$ cat config.mk
export PLATFORM = sky130hd
export DESIGN_NAME = hit_detector
export DESIGN_NICKNAME = d
export VERILOG_FILES = /design/src/rtl/hit_det_pkg.sv /design/src/rtl/hit_event_fifo.sv /design/src/rtl/hit_detector.sv
export SDC_FILE = /design/constraint.sdc
export NUM_CORES = 1
export LEC_CHECK = 0
export ABC_AREA = 1
export CORE_UTILIZATION = 46
export CTS_CLUSTER_DIAMETER = 50
export DETAILED_ROUTE_END_ITERATION = 8
export GPL_TIMING_DRIVEN = 0
export PLACE_DENSITY = 0.74
export SYNTH_ARGS = -nofsm -noshare
export SYNTH_HDL_FRONTEND = slang
export SYNTH_SLANG_ARGS = --single-unit
$ cat constraint.sdc
create_clock -name clk -period 15.28 [get_ports clk]
set_input_delay 3.056 -clock clk [delete_from_list [all_inputs] [get_ports clk]]
set_output_delay 3.056 -clock clk [all_outputs]
set_load 0.01 [all_outputs]
$ cat src/rtl/hit_det_pkg.sv
// Shared types, register map and reset defaults for the strike detector.
// Imported by hit_detector and hit_event_fifo users.
package hit_det_pkg;

    typedef enum logic [1:0] {
        IDLE,
        ATTACK,
        HOLDOFF
    } state_e;

    localparam logic [2:0] REG_THR_ON  = 3'd0;
    localparam logic [2:0] REG_THR_OFF = 3'd1;
    localparam logic [2:0] REG_HOLDOFF = 3'd2;
    localparam logic [2:0] REG_STATUS  = 3'd3;
    localparam logic [2:0] REG_EVENT   = 3'd4;
    localparam logic [2:0] REG_ENV     = 3'd5;

    localparam logic [23:0] THR_ON_DEFAULT  = 24'h100000;
    localparam logic [23:0] THR_OFF_DEFAULT = 24'h080000;
    localparam logic [15:0] HOLDOFF_DEFAULT = 16'd2400;

    localparam logic [23:0] ABS_MAX = 24'h7FFFFF;

    typedef struct packed {
        logic [15:0] ts;
        logic [15:0] peak;
    } hit_event_t;

    // Most-negative input has no positive counterpart, so it clips to ABS_MAX.
    function automatic logic [23:0] rectify(input logic [23:0] s);
        logic [23:0] r;
        if (s == 24'h800000) begin
            r = ABS_MAX;
        end else if (s[23]) begin
            r = -s;
        end else begin
            r = s;
        end
        return r;
    endfunction

endpackage

$ cat src/rtl/hit_event_fifo.sv
// Synchronous event FIFO; a push into a full FIFO succeeds only when a pop
// frees a slot in the same cycle.
module hit_event_fifo #(
    parameter int unsigned WIDTH = 32,
    parameter int unsigned DEPTH = 8
) (
    input  logic                     clk,
    input  logic                     reset,
    input  logic                     push,
    input  logic                     pop,
    input  logic [WIDTH-1:0]         din,
    output logic [WIDTH-1:0]         dout,
    output logic [$clog2(DEPTH):0]   count,
    output logic                     full,
    output logic                     empty
);

    localparam int unsigned AW = $clog2(DEPTH);
    localparam logic [AW:0] FULL_CNT = DEPTH[AW:0];

    logic [WIDTH-1:0] mem_q [DEPTH];
    logic [AW-1:0]    wr_ptr_q;
    logic [AW-1:0]    rd_ptr_q;
    logic [AW:0]      count_q;
    logic [AW:0]      count_d;
    logic             do_push;
    logic             do_pop;

    assign empty   = (count_q == '0);
    assign full    = (count_q == FULL_CNT);
    assign do_pop  = pop && !empty;
    assign do_push = push && (!full || do_pop);

    always_comb begin
        count_d = count_q;
        case ({do_push, do_pop})
            2'b10:   count_d = count_q + 1'b1;
            2'b01:   count_d = count_q - 1'b1;
            default: count_d = count_q;
        endcase
    end

    always_ff @(posedge clk or posedge reset) begin
        if (reset) begin
            wr_ptr_q <= '0;
            rd_ptr_q <= '0;
            count_q  <= '0;
        end else begin
            if (do_push) begin
                wr_ptr_q <= wr_ptr_q + 1'b1;
            end
            if (do_pop) begin
                rd_ptr_q <= rd_ptr_q + 1'b1;
            end
            count_q <= count_d;
        end
    end

    always_ff @(posedge clk) begin
        if (do_push) begin
            mem_q[wr_ptr_q] <= din;
        end
    end

    assign dout  = mem_q[rd_ptr_q];
    assign count = count_q;

endmodule

$ cat src/rtl/hit_detector.sv
// Strike detector: rectify, leaky-integrator envelope, hysteresis/holdoff FSM,
// and an event FIFO drained over an Avalon-MM slave.
module hit_detector
    import hit_det_pkg::*;
#(
    parameter int unsigned ENV_SHIFT  = 4,
    parameter int unsigned FIFO_DEPTH = 8,
    parameter int unsigned TS_WIDTH   = 16
) (
    input  logic        clk,
    input  logic        reset,
    input  logic        sample_valid,
    input  logic [23:0] sample_in,
    input  logic        chipselect,
    input  logic        read,
    input  logic        write,
    input  logic [2:0]  address,
    input  logic [31:0] writedata,
    output logic [31:0] readdata,
    output logic        hit_pulse
);

    localparam int unsigned CW = $clog2(FIFO_DEPTH) + 1;

    state_e                state_q, state_d;
    logic [23:0]           env_q, env_d;
    logic [23:0]           peak_q, peak_d;
    logic [TS_WIDTH-1:0]   ts_q, ts_d;
    logic [TS_WIDTH-1:0]   pk_ts_q, pk_ts_d;
    logic [15:0]           hcnt_q, hcnt_d;
    logic [23:0]           abs_s;
    logic [23:0]           env_n;

    logic [23:0]           thr_on_q;
    logic [23:0]           thr_off_q;
    logic [15:0]           holdoff_q;
    logic                  overflow_q, overflow_d;
    logic [31:0]           readdata_q, rdata_d;
    logic                  hit_pulse_q;

    logic                  push;
    logic                  pop;
    logic                  rd_en;
    logic                  wr_en;
    hit_event_t            push_ev;
    logic [31:0]           fifo_dout;
    logic [CW-1:0]         fifo_count;
    logic                  fifo_full;
    logic                  fifo_empty;
    logic [7:0]            unused_wdata;

    assign rd_en        = chipselect && read;
    assign wr_en        = chipselect && write;
    assign pop          = rd_en && (address == REG_EVENT) && !fifo_empty;
    assign unused_wdata = writedata[31:24];

    // env never exceeds ABS_MAX, so the subtract-then-add cannot wrap.
    assign abs_s = rectify(sample_in);
    assign env_n = env_q - (env_q >> ENV_SHIFT) + (abs_s >> ENV_SHIFT);

    always_comb begin
        state_d = state_q;
        env_d   = env_q;
        ts_d    = ts_q;
        peak_d  = peak_q;
        pk_ts_d = pk_ts_q;
        hcnt_d  = hcnt_q;
        push    = 1'b0;
        if (sample_valid) begin
            env_d = env_n;
            ts_d  = ts_q + 1'b1;
            case (state_q)
                IDLE: begin
                    if (env_n >= thr_on_q) begin
                        state_d = ATTACK;
                        peak_d  = abs_s;
                        pk_ts_d = ts_q;
                    end
                end
                ATTACK: begin
                    if (abs_s > peak_q) begin
                        peak_d  = abs_s;
                        pk_ts_d = ts_q;
                    end
                    if (env_n < thr_off_q) begin
                        push    = 1'b1;
                        hcnt_d  = holdoff_q;
                        state_d = HOLDOFF;
                    end
                end
                HOLDOFF: begin
                    if (hcnt_q != '0) begin
                        hcnt_d = hcnt_q - 1'b1;
                    end else if (env_n < thr_on_q) begin
                        state_d = IDLE;
                    end
                end
                default: state_d = IDLE;
            endcase
        end
    end

    always_comb begin
        push_ev.ts   = 16'(pk_ts_d);
        push_ev.peak = peak_d[23:8];
    end

    always_ff @(posedge clk or posedge reset) begin
        if (reset) begin
            state_q <= IDLE;
            env_q   <= '0;
            ts_q    <= '0;
            peak_q  <= '0;
            pk_ts_q <= '0;
            hcnt_q  <= '0;
        end else begin
            state_q <= state_d;
            env_q   <= env_d;
            ts_q    <= ts_d;
            peak_q  <= peak_d;
            pk_ts_q <= pk_ts_d;
            hcnt_q  <= hcnt_d;
        end
    end

    always_ff @(posedge clk or posedge reset) begin
        if (reset) begin
            thr_on_q  <= THR_ON_DEFAULT;
            thr_off_q <= THR_OFF_DEFAULT;
            holdoff_q <= HOLDOFF_DEFAULT;
        end else if (wr_en) begin
            case (address)
                REG_THR_ON:  thr_on_q  <= writedata[23:0];
                REG_THR_OFF: thr_off_q <= writedata[23:0];
                REG_HOLDOFF: holdoff_q <= writedata[15:0];
                default: ;
            endcase
        end
    end

    // A dropped event outranks a same-cycle clear so the loss stays visible.
    always_comb begin
        overflow_d = overflow_q;
        if (wr_en && (address == REG_STATUS)) begin
            overflow_d = 1'b0;
        end
        if (push && fifo_full && !pop) begin
            overflow_d = 1'b1;
        end
    end

    always_comb begin
        rdata_d = '0;
        case (address)
            REG_THR_ON:  rdata_d = {8'h00, thr_on_q};
            REG_THR_OFF: rdata_d = {8'h00, thr_off_q};
            REG_HOLDOFF: rdata_d = {16'h0000, holdoff_q};
            REG_STATUS:  rdata_d = {23'd0, overflow_q, 8'(fifo_count)};
            REG_EVENT:   rdata_d = fifo_empty ? '0 : fifo_dout;
            REG_ENV:     rdata_d = {8'h00, env_q};
            default:     rdata_d = '0;
        endcase
    end

    always_ff @(posedge clk or posedge reset) begin
        if (reset) begin
            overflow_q  <= 1'b0;
            readdata_q  <= '0;
            hit_pulse_q <= 1'b0;
        end else begin
            overflow_q  <= overflow_d;
            hit_pulse_q <= push;
            if (rd_en) begin
                readdata_q <= rdata_d;
            end
        end
    end

    hit_event_fifo #(
        .WIDTH (32),
        .DEPTH (FIFO_DEPTH)
    ) u_fifo (
        .clk   (clk),
        .reset (reset),
        .push  (push),
        .pop   (pop),
        .din   (push_ev),
        .dout  (fifo_dout),
        .count (fifo_count),
        .full  (fifo_full),
        .empty (fifo_empty)
    );

    assign readdata  = readdata_q;
    assign hit_pulse = hit_pulse_q;

endmodule

# == After elaboration in Yosys (flattened, before gate mapping) ==
# Memory sizes are Yosys's and may differ from the RTL's.
# Index checks and enable logic that the tools add are counted.
# classes
addsub,9
eq_ne,17
mux,28
order_cmp,4
reduce_logical,27
# ops
operator,n
32-bit case mux with 6 select lines,1
24-bit 2-to-1 mux,5
16-bit 2-to-1 mux,5
16-bit case mux with 2 select lines,2
24-bit < comparator,2
24-bit case mux with 2 select lines,1
32-bit 2-to-1 mux,1
24-bit by 20-bit adder with 24-bit output,1
"24-bit equality test, second input constant",1
24-bit greater-or-equal comparator,1
24-bit > comparator,1
24-bit negation,1
24-bit by 20-bit subtractor with 24-bit output,1
"16-bit by 1-bit adder with 16-bit output, second input constant",1
16-bit nonzero test,1
"16-bit by 1-bit subtractor with 16-bit output, second input constant",1
"2-bit != test, second input constant",6
1-bit logical AND,9
2-bit 2-to-1 mux,4
4-bit case mux with 2 select lines,1
4-bit AND reduction,2
2-bit nonzero test,4
1-bit 2-to-1 mux,7
"3-bit by 1-bit adder with 3-bit output, second input constant",2
other kinds (16),24
# totals
output_inout_bits,33
in_bits,65
register_bits,206
mem_count,1
elab_cells,102
ramBits,256
# mem_list
name,words,width,rd,rd_clocked_by_memory_dff,write_ports,line_no,text
u_fifo.mem_q,8,32,1,0,1,hit_event_fifo.sv:21,logic [WIDTH-1:0] mem_q [DEPTH];

# == Depth between registers and ports, before layout ==
# Gate-level depths: netlist (run 1).
# logic_depth
ltp_word,11
ltp_mapped,45
depth_no_buf,45

# == By module ==
# Synthesis (run 1) repeated with hierarchy kept, for this count alone.
# unflattened
cells_unflattened,2607
hier_area_um2,23909.2
# by_module_without_submodules
module,seq_area_each_um2,area_per_inst_um2,n_inst,cells_per_inst
hit_detector,4912.2,13322.8,1,1813
hit_event_fifo,7937.6,10586.4,1,794

# == Worst setup path after synthesis (run 1) ==
# No wires, ideal clock.
# synth_timing
path_type,input to register
from,in sample_in[1]
to,mem u_fifo.mem_q[5][0] (enable)
slack_ns,4.649
cell_stages,29
path_buffers,1
arrival_ns,10.129
required_time_ns,14.779
cell_sequence,inv_1 > ha_1 > nand2_2 > nor2_4 > nand2_2 > nor3_4 > inv_4 > nand2_1 > fa_1 > ha_1 > o21ai_0 > o21bai_2 > nand2_1 > nand2_1 > nand2_1 > nand2_1 > nand2_1 > nand3_1 > and2_1 > ha_1 > a21o_1 > nor2_1 > nand2_1 > a21oi_2 > nand2_2 > nor2_4 > nand2_2 > buf_6 > nor4_1
# synth_between
elab_chain_len,11
word_cells_on_any_way,12
classes_between,add/sub: 2; order compare: 1; eq/ne: 1; mux: 7; reduce/logical: 1
# synth_rtl
item,line_no,text
from (decl),hit_detector.sv:13,"input logic [23:0] sample_in,"
24-bit negation,hit_det_pkg.sv:35,r = -s;
24-bit 2-to-1 mux,hit_det_pkg.sv:34,end else if (s[23]) begin
24-bit 2-to-1 mux (*),hit_det_pkg.sv:32,if (s == 24'h800000) begin
24-bit by 20-bit adder with 24-bit output (*),hit_detector.sv:59,assign env_n = env_q - (env_q >> ENV_SHIFT) + (abs_s >> ENV_SHIFT);
net env_n[23],hit_detector.sv:32,logic [23:0] env_n;
24-bit < comparator (*),hit_detector.sv:85,if (env_n < thr_off_q) begin
1-bit 2-to-1 mux (*),hit_detector.sv:85,
1-bit 2-to-1 mux (*),hit_detector.sv:72,case (state_q)
1-bit 2-to-1 mux (*),hit_detector.sv:69,if (sample_valid) begin
net push,hit_detector.sv:41,logic push;
1-bit logical AND (*),hit_event_fifo.sv:32,assign do_push = push && (!full || do_pop);
1-bit 2-to-1 mux (*),hit_event_fifo.sv:60,if (do_push) begin
1-bit 2-to-1 mux (implied by the code) (*),hit_event_fifo.sv:61,mem_q[wr_ptr_q] <= din;
to (decl),hit_event_fifo.sv:21,
# Mark *: on every way through the listed nets, which the timed path passes. The rest lies on a longest branch.

# == Final worst setup path (run 1) ==
# layout_timing
from,in sample_in[0]
to,mem u_fifo.mem_q[5][23] (enable)
# Same word-level chain as after synthesis.

==> results of run 1 <==
cell type report:
cell class	instances	area (um2)	share of cell area [%]
Sequential cell	462	12800	46.7
Multi-Input combinational cell	1684	9330	33.9
Clock buffer	62	1370	4.97
Timing Repair Buffer	123	1220	4.44
Inverter	280	1060	3.86
Tap cell	672	841	3.05
Buffer	103	480	1.74
Clock inverter	30	383	1.39
metrics by stage:
step / power (uW) / area, um2 / worst slack, ns
finish: 6950 / 27500 / 5.25
global placement: 5420 / 25400 / -0.00635
global route: 7460 / 27500 / 4.81
detailed placement: 5590 / 25800 / 4.78
floorplan: 4410 / 23700 / 4.65
CTS: 6880 / 27500 / 5.39
flip-flops by register name (all words and copies together), names as in the netlist, 24 cells and up:
name / flops
thr_on_q: 24
u_fifo.mem_q: 256
readdata: 32
thr_off_q: 24
env_q: 24
peak_q: 24
power groups by stage:
stage / clock [uW] / sequential, uW / combinational, uW
2_1_floorplan: 0 / 1830 / 2590
3_3_place_gp: 0 / 1860 / 3560
3_5_place_dp: 0 / 1860 / 3720
4_1_cts: 1280 / 1840 / 3750
5_1_grt: 1330 / 1870 / 4260
6_report: 1270 / 1850 / 3830
kinds of logic after synthesis:
| group | count (synthesis) | synth area share [%] |
|---|---|---|
| compound gates | 512 | 12.7 |
| mux | 1 | 0.0423 |
| buf+inv | 383 | 6.49 |
| simple gates | 997 | 17.5 |
| fa+ha+maj | 123 | 7.17 |
| xor+xnor | 51 | 1.89 |
| flops | 462 | 54.3 |
cells in the mapped netlist, types with 42 or more instances:
library cell	instances	share of area, %
nand2_1	576	9.1
edfxtp_1	256	32
xor2_1	46	1.7
o21ai_0	287	6.1
clkbuf_1	58	0.92
nand3_1	90	1.9
dfrtp_1	200	21
o221ai_1	42	1.6
a21oi_1	54	1.1
inv_1	273	4.3
ha_1	102	5.4
nor2_1	246	3.9
worst max-delay path by stage:
stage,slack [ns],cells past startpoint,endpoint
finish,5.25,34,u_fifo.mem_q[5][23]
global route,4.81,39,u_fifo.mem_q[5][23]
CTS,5.39,39,u_fifo.mem_q[5][17]
detailed placement,4.78,39,u_fifo.mem_q[5][22]
global placement,-0.006,35,u_fifo.mem_q[7][18]
floorplan,4.65,29,u_fifo.mem_q[5][0]
critical path: cells and delay by family:
kind / cells / cell delay [ns]
and+or+nand+nor: 18 / 2.99
buffers and inverters: 7 / 1.58
adders and majority gates: 4 / 1.38
AOI/OAI and AO/OA: 4 / 0.81
xor gates and xnor gates: 1 / 0.51
per-layer routing:
layer  global-route usage [%]  vias to the layer above  wire length, um  share of wire, %
met5                        0                        -                0                 0
met4                     11.8                        0             3070               4.2
met3                     4.30                      175             6580               9.1
met2                     43.6                     1081            33400                46
met1                     37.4                     9503            29600                41
li1                         -                     8926                -                 -
==> run_results.csv, run 1 <==
group,metric,value,unit
setup_path,cp_max_fo,10,
sta,hold_ws,0.486,ns
final_layout,mostFrequentLayoutCells,"nand2_1, o21ai_0, inv_1, edfxtp_1, nor2_1",
global_route,grt_pass1_vias,19400,
drt,final_antenna_net_count,0,
setup_path,reg2reg_to,"u_fifo.mem_q[5][23]",
sta,max_freq,99.7,MHz
setup_path,setup.worst_path.end_class,"flip-flop",
sta,hold_viol,0,
synth,synth_edf_count,256,
setup_path,start_kind,"input pin",
placed_design,dp.cells,3324,
floorplan,chipWidth,229,um
global_route,antenna_found_initial,0,
drt,firstDrtPassIters,6,
clocking,clk_latency,0.62,ns
final_layout,final_layout_size_suffix_gt1_share,7.76,%
final_layout,fill_cells,4347,
setup_path,critPathMostFrequentCell,"nand2_1",
pwr,p_sw,3240,uW
pwr,swShare,46.7,%
clocking,clockBufferDepth,3,
final_layout,fin_nets,2892,
sta,tightestPinTransition,1.19,ns
setup_path,rr_worst_depth,28,
setup_path,rrSetupSlack,8.98,ns
setup_path,required,15.62,ns
global_route,grt_max_degree,106,
setup_path,slowest_delay,0.62,ns
floorplan,die_h,229,um
sta,finalMaxSlewViolations,0,
pwr,p_comb_share,55.1,%
drt,wirelength,72600,um
clocking,cts_sinks,462,
final_layout,fin_util,54.6,%
global_route,grt_use_total,27.5,%
clocking,postCtsSetupRepairBufs,0,
pwr,p_int,3700,uW
setup_path,crit_slowest_cell,"nor4_2",
final_layout,antennaDiodeCount,0,
floorplan,io_pins,98,
floorplan,rows,82,
drt,wl_per_cell,21.3,um
sta,timing.clock.skew,0.0374,ns
clocking,cts_resized,0,
synth,synth.avg_cell_area,9.36,um2
synth,ys.flop_type,"edfxtp_1",
setup_path,critPathLaunch,"sample_in[0]",
drt,drc,0,
clocking,cts_tree,"done",
clocking,cts-root-buf,"clkbuf_16",
sta,finalCriticalPeriod,10.03,ns
placed_design,dp_hpwl,53900,um
placed_design,gp_congestion,0.972,
final_layout,fin_cells,3416,
clocking,h-tree-depth,2,
drt,post_drt_via_cell_ratio,5.76,
synth,synth_cell_types,57,
sta,maxSlewHeadroom,19.8,%
sta,fin_setup_tns,0,ns
clocking,cts_hold_buf,0,
drt,detail_route.iter0.violations,2496,
drt,dr_total_vias,19700,
setup_path,crit_arrival,10.36,ns
clocking,cts_made_buffers,50,
synth,synth-async-reset-ratio,44.6,%
synth,ys_ff_latch,462,
pwr,peakVddDrop,0.148,mV
sta,rsz0062_at_grt,"false",
status,status,"complete, no violations",
pwr,power.density,252,mW/mm2
clocking,clk_pin_slew,0.06,ns
min_path,hold_class,"reg -> reg",
final_layout,area_growth,16.3,%
min_path,hp-start,"readdata[21]",
floorplan,start_util,46.9,%
synth,synth_cells,2529,
placed_design,port_buffers,88,
synth,syn_area,0.0237,mm2
synth,syn_nets,2717,
job,max_cap_violations,0,
synth,synth_seq_area_share,54.3,%
setup_path,r2r-start,"env_q[5]",
min_path,hold-path-endpoint,"readdata[21]",
pwr,power.leakage,0.0119,uW
sta,final.period_utilization,65.6,%
pwr,seqPwrFrac,26.6,%
synth,yosys_warnings,0,
min_path,min_path_cells,2,
floorplan,die_area,0.0524,mm2
final_layout,final_common_cell,"nand2_1",
global_route,grt_pass1_wl,111000,um
pwr,clock_power_share,18.3,%
floorplan,fp.coreArea,0.0505,mm2
setup_path,crit_type,"in -> reg",
sta,finalSetupViolCount,0,
global_route,overflow,0,
No activity file was read; power rests on OpenSTA's default activity.
==> run 2: changes to the inputs <==
- clock period: 15.28 -> 10.25 ns (I/O delays scaled with it)
==> results of run 2 <==
The final DEF is identical to that of run 1. Status: complete, no violations.
Main changes from that run: setup slack after placement 4.78 ns -> 0.758 ns; setup slack after layout 5.25 ns -> 1.23 ns; register-to-register setup slack 8.98 ns -> 3.95 ns; total power 6950 uW -> 10400 uW; worst IR drop on VDD 0.148 mV -> 0.220 mV
==> run 3: changes to the inputs <==
- CAP_MARGIN: default -> 20
==> run 3 against run 2 <==
  * Total power decreased by 0.11%
  * Worst setup slack improved by 0.069 ns
  * Largest power group unchanged
  * Critical path type unchanged
  * Clock power barely moved
  * Sequential share of layout area about the same
  * Non-clock buffer count up 2
  * First-iteration DRC count shrank 13%
  * Highest routed layer unchanged
  * The run now ends with DRC left
  * Cell count is 0.18% higher
==> run_results.csv, run 3 (synthesis gave the netlist of run 1 again) <==
group,metric,value,unit
drt,post_drt_via_cell_ratio,5.70,
setup_path,crit_arrival,9.28,ns
sta,max_freq,112,MHz
clocking,h-tree-depth,2,
final_layout,mostFrequentLayoutCells,"nand2_1, o21ai_0, inv_1, edfxtp_1, nor2_1",
clocking,cts_resized,0,
clocking,postCtsSetupRepairBufs,0,
sta,rsz0062_at_grt,"false",
status,violations,"DRC",
final_layout,multiInputGateArea,0.00933,mm2
floorplan,io_pins,98,
sta,maxSlewHeadroom,28.2,%
clocking,clk_latency,0.62,ns
floorplan,die_h,229,um
placed_design,gp_congestion,0.972,
sta,tightestPinTransition,1.07,ns
final_layout,top_register,"u_fifo.mem_q",
sta,finalMaxSlewViolations,0,
job,max_cap_violations,0,
drt,wirelength,72600,um
sta,final.period_utilization,87.3,%
setup_path,setup.worst_path.end_class,"flip-flop",
pwr,power.leakage,0.0119,uW
placed_design,port_buffers,88,
clocking,cts_tree,"done",
floorplan,start_util,46.9,%
clocking,cts-root-buf,"clkbuf_16",
pwr,peakVddDrop,0.227,mV
drt,detail_route.iter0.violations,2170,
floorplan,die_area,0.0524,mm2
pwr,power.density,375,mW/mm2
final_layout,final_layout_size_suffix_gt1_share,7.85,%
setup_path,rr_worst_depth,28,
global_route,antenna_found_initial,0,
drt,firstDrtPassIters,8,
setup_path,critPathMostFrequentCell,"nand2_1",
setup_path,crit_type,"in -> reg",
sta,finalSetupViolCount,0,
drt,drc,1,
status,status,"finished with violations",
sta,setup_ws,1.30,ns
global_route,overflow,0,
sta,finalCriticalPeriod,8.95,ns
sta,timing.clock.skew,0.0304,ns
setup_path,critPathLaunch,"sample_in[0]",
setup_path,crit_slowest_cell,"nor4_2",
final_layout,fin_nets,2895,
floorplan,fp.coreArea,0.0505,mm2
global_route,grt_max_degree,106,
drt,dr_total_vias,19500,
drt,final_antenna_net_count,0,
setup_path,slowest_delay,0.59,ns
sta,fin_setup_tns,0,ns
min_path,hp-start,"readdata[18]",
min_path,min_path_cells,2,
global_route,grt_pass1_vias,19300,
final_layout,fill_cells,4381,
final_layout,final-seq-area,0.0128,mm2
final_layout,antennaDiodeCount,0,
final_layout,final_common_cell,"nand2_1",
setup_path,cp_max_fo,10,
final_layout,area_growth,16.4,%
floorplan,rows,82,
floorplan,chipWidth,229,um
clocking,cts_hold_buf,0,
global_route,grt_use_total,27.5,%
setup_path,start_kind,"input pin",
clocking,clk_pin_slew,0.06,ns
clocking,cts_sinks,462,
placed_design,dp.cells,3324,
final_layout,fin_cells,3422,
clocking,clockBufferDepth,3,
final_layout,largest_reg_flops,256,
min_path,hold_class,"reg -> reg",
setup_path,rrSetupSlack,4.04,ns
drt,wl_per_cell,21.2,um
setup_path,r2r-start,"env_q[5]",
placed_design,dp_hpwl,53900,um
setup_path,reg2reg_to,"u_fifo.mem_q[5][17]",
min_path,hold-path-endpoint,"readdata[18]",
pwr,totalPowerFinal,10300,uW
global_route,grt_pass1_wl,111000,um
setup_path,required,10.58,ns
clocking,cts_made_buffers,51,
sta,hold_viol,0,
placed_design,pre_cts_slack,0.716,ns
-- run 3: changes by cell type in the layout (fill, tap and decap cells not counted), sizes merged --
cell | before | now
clkbuf | 120 | 122
clkinv | 20 | 22
clkinvlp | 0 | 2
bufinv | 6 | 5
inv | 284 | 285
-- run 3: routing by layer --
layer | vias up | track usage (%) | share of wire (%)
met3 | 165 | 5.01 | 9.2
met2 | 1054 | 43.6 | 46
met5 | - | 0.276 | 0
met1 | 9352 | 36.8 | 41
met4 | 0 | 12.3 | 4.4
li1 | 8935 | - | -
-- run 3: area by class of cell --
cell class              count  area share, %
flip-flops and latches    462           46.6
multi-input cells        1684           33.9
clock buffers              62           4.97
repair buffers            125           4.50
inverters                 280           3.86
well taps                 672           3.05
plain buffers             103           1.74
clock inverters            34           1.39
-- run 3: worst max path at each step --
stage | endpoint | depth (start not counted)
after CTS | u_fifo.mem_q[5][17] | 39
after detailed placement | u_fifo.mem_q[5][22] | 39
after global routing | u_fifo.mem_q[5][23] | 34
after floorplan | u_fifo.mem_q[5][0] | 29
final | u_fifo.mem_q[5][17] | 39
after global placement | u_fifo.mem_q[7][18] | 35
-- run 3: power by group --
part	switching, uW	internal, uW
clock network	801	1090
registers	222	2530
logic	3820	1880
total	4850	5500
-- run 3: worst max-delay path, delay by kind of cell --
family	cells	cell delay (ns)
compound gates	1	0.22
xor+xnor	1	0.42
fa+ha+maj	5	1.43
buf+inv	12	1.98
simple gates	20	3.14
-- run 3: stage by stage --
stage	hold slack [ns]	area, um2	utilization [%]
floorplan	0.442	23700	-
global placement	0.461	25400	50.3
detailed placement	0.470	25800	51.1
CTS	0.487	27500	54.6
global route	0.506	27600	54.6
finish	0.481	27600	54.6
